$ cat src/rtl/serial_mag_comp_if.sv
`default_nettype none
// ============================================================================
//  Module      : serial_mag_comp_if
//  Description : Handshake and operand bundle for the serial magnitude
//                comparator. The master drives a request (start/abort/mode
//                plus operands); the slave returns busy/done and the held
//                lt/eq/gt result.
//  Ports       : start_i, abort_i, signed_i, a_i[WIDTH], b_i[WIDTH]  (m -> s)
//                busy_o, done_o, lt_o, eq_o, gt_o                    (s -> m)
//  Revision    : 1.0  initial release
// ============================================================================
interface serial_mag_comp_if #(
    parameter int WIDTH = 16
);
    logic             start_i;
    logic             abort_i;
    logic             signed_i;
    logic [WIDTH-1:0] a_i;
    logic [WIDTH-1:0] b_i;
    logic             busy_o;
    logic             done_o;
    logic             lt_o;
    logic             eq_o;
    logic             gt_o;

    modport master (
        output start_i, abort_i, signed_i, a_i, b_i,
        input  busy_o, done_o, lt_o, eq_o, gt_o
    );

    modport slave (
        input  start_i, abort_i, signed_i, a_i, b_i,
        output busy_o, done_o, lt_o, eq_o, gt_o
    );
endinterface
`default_nettype wire

$ cat src/rtl/serial_mag_comp.sv
`default_nettype none
// ============================================================================
//  Module      : serial_mag_comp
//  Description : Digit-serial magnitude comparator. Compares DIGIT bits per
//                cycle, MSB first, and stops at the first differing digit.
//                Two's-complement mode is handled by flipping both operand
//                MSBs at load (offset binary), so the digit compare itself is
//                always unsigned.
//  Ports       : clk    - rising-edge clock
//                rst_n  - asynchronous active-low reset
//                bus    - slave side of serial_mag_comp_if
//                         (start/abort/signed/a/b in, busy/done/lt/eq/gt out)
//  Revision    : 1.0  initial release
// ============================================================================
module serial_mag_comp #(
    parameter int WIDTH     = 16,
    parameter int DIGIT     = 4,
    parameter int SIGNED_EN = 1
) (
    input  logic               clk,
    input  logic               rst_n,
    serial_mag_comp_if.slave   bus
);
    localparam int                N       = WIDTH / DIGIT;
    localparam int                CNT_W   = (N > 1) ? $clog2(N) : 1;
    localparam logic [CNT_W-1:0]  C_LAST  = CNT_W'(N - 1);
    localparam logic [WIDTH-1:0]  C_MSB   = WIDTH'(1) << (WIDTH - 1);

    typedef enum logic [1:0] {
        S_IDLE = 2'd0,
        S_CMP  = 2'd1,
        S_DONE = 2'd2
    } state_t;

    state_t             state_q, state_d;
    logic [WIDTH-1:0]   a_q, a_d, b_q, b_d;
    logic [CNT_W-1:0]   cnt_q, cnt_d;
    logic               lt_q, lt_d, eq_q, eq_d, gt_q, gt_d;

    logic [DIGIT-1:0]   w_da, w_db;
    logic [WIDTH-1:0]   w_a_shift, w_b_shift;
    logic [WIDTH-1:0]   w_flip;

    // The mode is only consulted at load time, so it is effectively latched
    // into the operand encoding and later signed_i changes are harmless.
    assign w_flip = ((SIGNED_EN != 0) && bus.signed_i) ? C_MSB : '0;

    assign w_da = a_q[WIDTH-1 -: DIGIT];
    assign w_db = b_q[WIDTH-1 -: DIGIT];

    // With a single digit there is never a shift; avoid a zero-width slice.
    generate
        if (N > 1) begin : g_multi
            assign w_a_shift = {a_q[WIDTH-DIGIT-1:0], {DIGIT{1'b0}}};
            assign w_b_shift = {b_q[WIDTH-DIGIT-1:0], {DIGIT{1'b0}}};
        end else begin : g_single
            assign w_a_shift = '0;
            assign w_b_shift = '0;
        end
    endgenerate

    always_comb begin
        state_d = state_q;
        a_d     = a_q;
        b_d     = b_q;
        cnt_d   = cnt_q;
        lt_d    = lt_q;
        eq_d    = eq_q;
        gt_d    = gt_q;

        if (bus.abort_i) begin
            // Abort wins over everything, including a coincident start;
            // the previously published result is left untouched.
            state_d = S_IDLE;
        end else begin
            case (state_q)
                S_IDLE, S_DONE: begin
                    if (bus.start_i) begin
                        a_d     = bus.a_i ^ w_flip;
                        b_d     = bus.b_i ^ w_flip;
                        cnt_d   = '0;
                        state_d = S_CMP;
                    end else begin
                        state_d = S_IDLE;
                    end
                end
                S_CMP: begin
                    if (w_da != w_db) begin
                        lt_d    = (w_da < w_db);
                        gt_d    = (w_da > w_db);
                        eq_d    = 1'b0;
                        state_d = S_DONE;
                    end else if (cnt_q == C_LAST) begin
                        lt_d    = 1'b0;
                        eq_d    = 1'b1;
                        gt_d    = 1'b0;
                        state_d = S_DONE;
                    end else begin
                        a_d   = w_a_shift;
                        b_d   = w_b_shift;
                        cnt_d = cnt_q + 1'b1;
                    end
                end
                default: state_d = S_IDLE;
            endcase
        end
    end

    always_ff @(posedge clk or negedge rst_n) begin
        if (!rst_n) begin
            state_q <= S_IDLE;
            a_q     <= '0;
            b_q     <= '0;
            cnt_q   <= '0;
            lt_q    <= 1'b0;
            eq_q    <= 1'b0;
            gt_q    <= 1'b0;
        end else begin
            state_q <= state_d;
            a_q     <= a_d;
            b_q     <= b_d;
            cnt_q   <= cnt_d;
            lt_q    <= lt_d;
            eq_q    <= eq_d;
            gt_q    <= gt_d;
        end
    end

    assign bus.busy_o = (state_q == S_CMP);
    assign bus.done_o = (state_q == S_DONE);
    assign bus.lt_o   = lt_q;
    assign bus.eq_o   = eq_q;
    assign bus.gt_o   = gt_q;

endmodule
`default_nettype wire

$ cat src/flat_wrapper.sv
// flat-port wrapper written by rule: the top's interface ports become plain ports
module serial_mag_comp_flat 
#(
    parameter int WIDTH     = 16,
    parameter int DIGIT     = 4,
    parameter int SIGNED_EN = 1
)
  (clk, rst_n, bus_start_i, bus_abort_i, bus_signed_i, bus_a_i, bus_b_i, bus_busy_o, bus_done_o, bus_lt_o, bus_eq_o, bus_gt_o);
  serial_mag_comp_if #(.WIDTH(WIDTH)) bus_i ();
  input  logic clk;
  input  logic rst_n;
  input wire logic [$bits(bus_i.start_i)-1:0] bus_start_i;
  input wire logic [$bits(bus_i.abort_i)-1:0] bus_abort_i;
  input wire logic [$bits(bus_i.signed_i)-1:0] bus_signed_i;
  input wire logic [$bits(bus_i.a_i)-1:0] bus_a_i;
  input wire logic [$bits(bus_i.b_i)-1:0] bus_b_i;
  output wire logic [$bits(bus_i.busy_o)-1:0] bus_busy_o;
  output wire logic [$bits(bus_i.done_o)-1:0] bus_done_o;
  output wire logic [$bits(bus_i.lt_o)-1:0] bus_lt_o;
  output wire logic [$bits(bus_i.eq_o)-1:0] bus_eq_o;
  output wire logic [$bits(bus_i.gt_o)-1:0] bus_gt_o;
  assign bus_i.start_i = bus_start_i;
  assign bus_i.abort_i = bus_abort_i;
  assign bus_i.signed_i = bus_signed_i;
  assign bus_i.a_i = bus_a_i;
  assign bus_i.b_i = bus_b_i;
  assign bus_busy_o = bus_i.busy_o;
  assign bus_done_o = bus_i.done_o;
  assign bus_lt_o = bus_i.lt_o;
  assign bus_eq_o = bus_i.eq_o;
  assign bus_gt_o = bus_i.gt_o;
  serial_mag_comp #(.WIDTH(WIDTH), .DIGIT(DIGIT), .SIGNED_EN(SIGNED_EN)) u_core (.clk(clk), .rst_n(rst_n), .bus(bus_i));
endmodule
$ cat config.mk
export PLATFORM = sky130hd
export DESIGN_NAME = serial_mag_comp_flat
export DESIGN_NICKNAME = d
export VERILOG_FILES = /design/src/rtl/serial_mag_comp_if.sv /design/src/rtl/serial_mag_comp.sv /design/src/flat_wrapper.sv
export SDC_FILE = /design/constraint.sdc
export NUM_CORES = 1
export LEC_CHECK = 0
export CAP_MARGIN = 20
export CORE_MARGIN = 8
export CORE_UTILIZATION = 53
export CTS_BUF_LIST = sky130_fd_sc_hd__clkbuf_16
export DETAILED_ROUTE_END_ITERATION = 6
export PLACE_DENSITY_LB_ADDON = 0.05
export SLEW_MARGIN = 20
export SYNTH_ARGS = -nofsm -noshare
export SYNTH_HDL_FRONTEND = slang
export SYNTH_SLANG_ARGS = --single-unit
export TNS_END_PERCENT = 5
$ cat constraint.sdc
create_clock -name clk -period 5.2 [get_ports clk]
set_input_delay 1.3 -clock clk [delete_from_list [all_inputs] [get_ports clk]]
set_output_delay 1.3 -clock clk [all_outputs]
set_load 0.02 [all_outputs]
==> PnR_summary.wiki <==
{| class="wikitable"
! Metric !! Value
|-
| Most frequent standard cell in the layout excluding fill and tap cells || sky130_fd_sc_hd__nand2_1
|-
| Fraction of final layout cells sized beyond drive strength 1 || 5.22%
|-
| Static Leak || 0.00108 µW
|-
| Maximum VDD drop || 0.291 mV
|-
| Footprint of the flip-flops and latches || 976 µm²
|-
| Horizontal die dimension || 75.1 µm
|-
| Fraction of post-synthesis cell area in the top cell type by area || 52.7%
|-
| Total placed cells including tap cells || 287
|-
| Number of synthesized flops with an enable pin || 0
|-
| Average footprint of a synthesized cell || 8.90 µm²
|-
| Synthesis-to-layout area growth || 32.1%
|-
| Die ar. || 5640 µm²
|-
| Resized cells post-CTS || 0
|-
| Share of synthesized flip-flops with an asynchronous set or reset || 100%
|-
| Instance area at placement || 2260 µm²
|-
| Total negative slack for setup checks || 0 ps
|-
| Highest-count cells in the layout ignoring fill and taps || sky130_fd_sc_hd__nand2_1, sky130_fd_sc_hd__clkdlybuf4s50_1, sky130_fd_sc_hd__dfrtp_1, sky130_fd_sc_hd__nor2_1, sky130_fd_sc_hd__a31oi_1
|-
| GRT Util Overall || 16.2%
|-
| Final count of pins violating max slew || 0
|-
| Fin worst setup slack || 1990 ps
|-
| Number of setup violations in the final report || 0
|-
| Worst hold-check path type || reg -> reg
|-
| Register bit total from synthesis || 39
|-
| Number of cells in the finished layout apart from fillers || 295
|-
| Antenna Nets Post-Route || 0
|-
| Sequential share of the synthesized area || 52.7%
|-
| Data required time of the worst path || 5360 ps
|-
| Number of remaining DRC errors || 0
|-
| Maximum number of pins on one net before global-route repair || 49
|-
| Antenna violations before repair || 0
|-
| Initial standard-cell utilization of the core || 55.5%
|-
| Htree depth || 2
|-
| Post-CTS Setup Repair Bufs || 0
|-
| Die outline height || 75.1 µm
|-
| Worst Clk Skew || 3.70 ps
|-
| Number of violations reported at the end of detailed-routing iteration 0 || 84
|-
| Kind of capture point of the worst setup path || register
|-
| Post-Layout Inst Area || 2450 µm²
|-
| I/O pin cnt || 42
|-
| Clock period minus worst slack || 3210 ps
|-
| Critical path start-end classification || in -> reg
|-
| Number of max-cap violations || 0
|-
| CTS buffer count || 5
|-
| Vias after detailed routing || 1565
|-
| Post-DR wirelength/cell || 14.5 µm
|-
| Max-Slew Margin vs Limit || 37.9%
|-
| Netlist cell types || 24
|-
| Count of input and output buffers || 41
|-
| Vias/cell || 5.31
|-
| Filler Cells Inserted || 242
|-
| Clock Sink Count || 39
|-
| Total number of placement rows || 21
|-
| RSZ-0062 raised after global routing || no
|-
| Part of the cycle the worst path needs || 61.7%
|-
| Synth warnings || 0
|-
| Fmax || 311 MHz
|-
| Crit path arrival time || 3370 ps
|-
| Count of antenna diodes in the layout || 0
|-
| First-pass GRT wire length || 6850 µm
|-
| Clock buffer depth || 2
|-
| Power Dens Cells || 427 nW/µm²
|-
| Number of detailed-route iterations in the first pass || 4
|-
| Synth top area cells || sky130_fd_sc_hd__dfrtp_1, sky130_fd_sc_hd__nand2_1, sky130_fd_sc_hd__a31oi_1
|-
| Latest clock arrival within the worst-skew pair || 280 ps
|-
| Worst Setup Start Kind || input pin
|-
| Hpwl dp || 2890 µm
|-
| Maximum fanout along the worst path || 48
|-
| Count of hold-fix buffers inserted at cts || 0
|-
| Ys flop type || sky130_fd_sc_hd__dfrtp_1
|-
| Cells after synthesis || 208
|-
| Core footprint || 3340 µm²
|-
| Footprint of the multi-input gates || 758 µm²
|-
| Via count of the first global-routing pass || 1597
|-
| Placer's final routability congestion estimate || 0.769
|-
| Final wirelength || 4280 µm
|-
| Measured slew at the worst slew-check pin || 929 ps
|-
| Global-route congestion overflow total || 0
|-
| Clock-pin slew on the worst setup and hold paths || 60 ps
|-
| Status || completed
|-
| Net count after synthesis || 250
|-
| Number of nets in the layout || 290
|-
| Synthesized area || 1850 µm²
|-
| Cell accounting for the most synthesized area || sky130_fd_sc_hd__dfrtp_1
|-
| Pre-CTS setup slack || 1710 ps
|-
| Clock tree from TritonCTS || built
|-
| Final-report hold violation count || 0
|-
| CTS root buffer || sky130_fd_sc_hd__clkbuf_16
|-
| Power after layout || 1040 µW
|}
[final timing paths]
kind,cells past startpoint,endpoint,slack (ps),from
setup reg to reg,6,u_core.a_q[15]$_DFFE_PN0P_,2850,u_core.b_q[15]$_DFFE_PN0P_
min in group asynchronous,1,u_core.b_q[10]$_DFFE_PN0P_,1120,rst_n
hold / removal,1,u_core.a_q[15]$_DFFE_PN0P_,500,u_core.a_q[15]$_DFFE_PN0P_
max in group asynchronous,1,u_core.a_q[2]$_DFFE_PN0P_,3560,rst_n
setup / recovery,5,u_core.a_q[15]$_DFFE_PN0P_,1990,bus_abort_i
hold reg to reg,1,u_core.a_q[15]$_DFFE_PN0P_,500,u_core.a_q[15]$_DFFE_PN0P_
[sequential cells by signal (all words and copies together) (netlist names)]
register	cells
u_core.cnt_q	2
u_core.b_q	16
u_core.bus.gt_o	1
u_core.state_q	2
u_core.a_q	16
u_core.bus.eq_o	1
u_core.bus.lt_o	1
[per-stage QoR]
| stage | hold WS (ps) | utilization [%] |
|---|---|---|
| floorplan | 462 | - |
| global placement | 461 | 67.6 |
| detailed placement | 486 | 67.6 |
| CTS | 498 | 73.3 |
| global route | 520 | 73.3 |
| finish | 495 | 73.3 |
[kinds of logic after synthesis]
group | Yosys count | synth area share, %
AOI/OAI and AO/OA | 43 | 14.6
and+or+nand+nor | 97 | 20.9
adders and majority gates | 5 | 3.38
buffers and inverters | 20 | 6.35
xor gates and xnor gates | 2 | 0.946
DFF | 39 | 52.7
muxes | 2 | 1.15
[layer usage]
metal,GRT usage (%),routed length (µm),vias to the layer above
met5,0,0,-
met3,5.59,289,12
met2,27.4,2140,48
met1,17.3,1740,730
li1,-,-,775
met4,9.13,107,0
[cell usage after synthesis (2+ instances only)]
library cell,instances
sky130_fd_sc_hd__nor2_1,23
sky130_fd_sc_hd__o21ai_0,14
sky130_fd_sc_hd__nor3b_1,2
sky130_fd_sc_hd__a31oi_1,22
sky130_fd_sc_hd__nand2_1,67
sky130_fd_sc_hd__ha_1,5
sky130_fd_sc_hd__xnor2_1,2
sky130_fd_sc_hd__inv_1,7
sky130_fd_sc_hd__buf_6,5
sky130_fd_sc_hd__clkbuf_1,5
sky130_fd_sc_hd__dfrtp_1,39
sky130_fd_sc_hd__a21oi_1,5
[power breakdown]
part,total [µW],internal (µW),switching [µW]
clock network,382,273,109
logic,240,109,131
registers,422,379,42.9
total,1040,761,283
[layout make-up]
| cell class | instances | share of cell area, % |
|---|---|---|
| Sequential cell | 39 | 39.9 |
| Multi-Input combinational cell | 149 | 31.0 |
| Timing Repair Buffer | 45 | 17.8 |
| Clock buffer | 5 | 5.12 |
| Clock inverter | 3 | 2.61 |
| Tap cell | 46 | 2.35 |
| Inverter | 8 | 1.23 |
[worst max-delay path, stage by stage]
cell and delay [ps]:
sky130_fd_sc_hd__clkdlybuf4s50_1 530, sky130_fd_sc_hd__or3b_1 610, sky130_fd_sc_hd__o41ai_4 110, sky130_fd_sc_hd__buf_4 440, sky130_fd_sc_hd__mux2_1 360
Power figures use the tool's default switching activity.
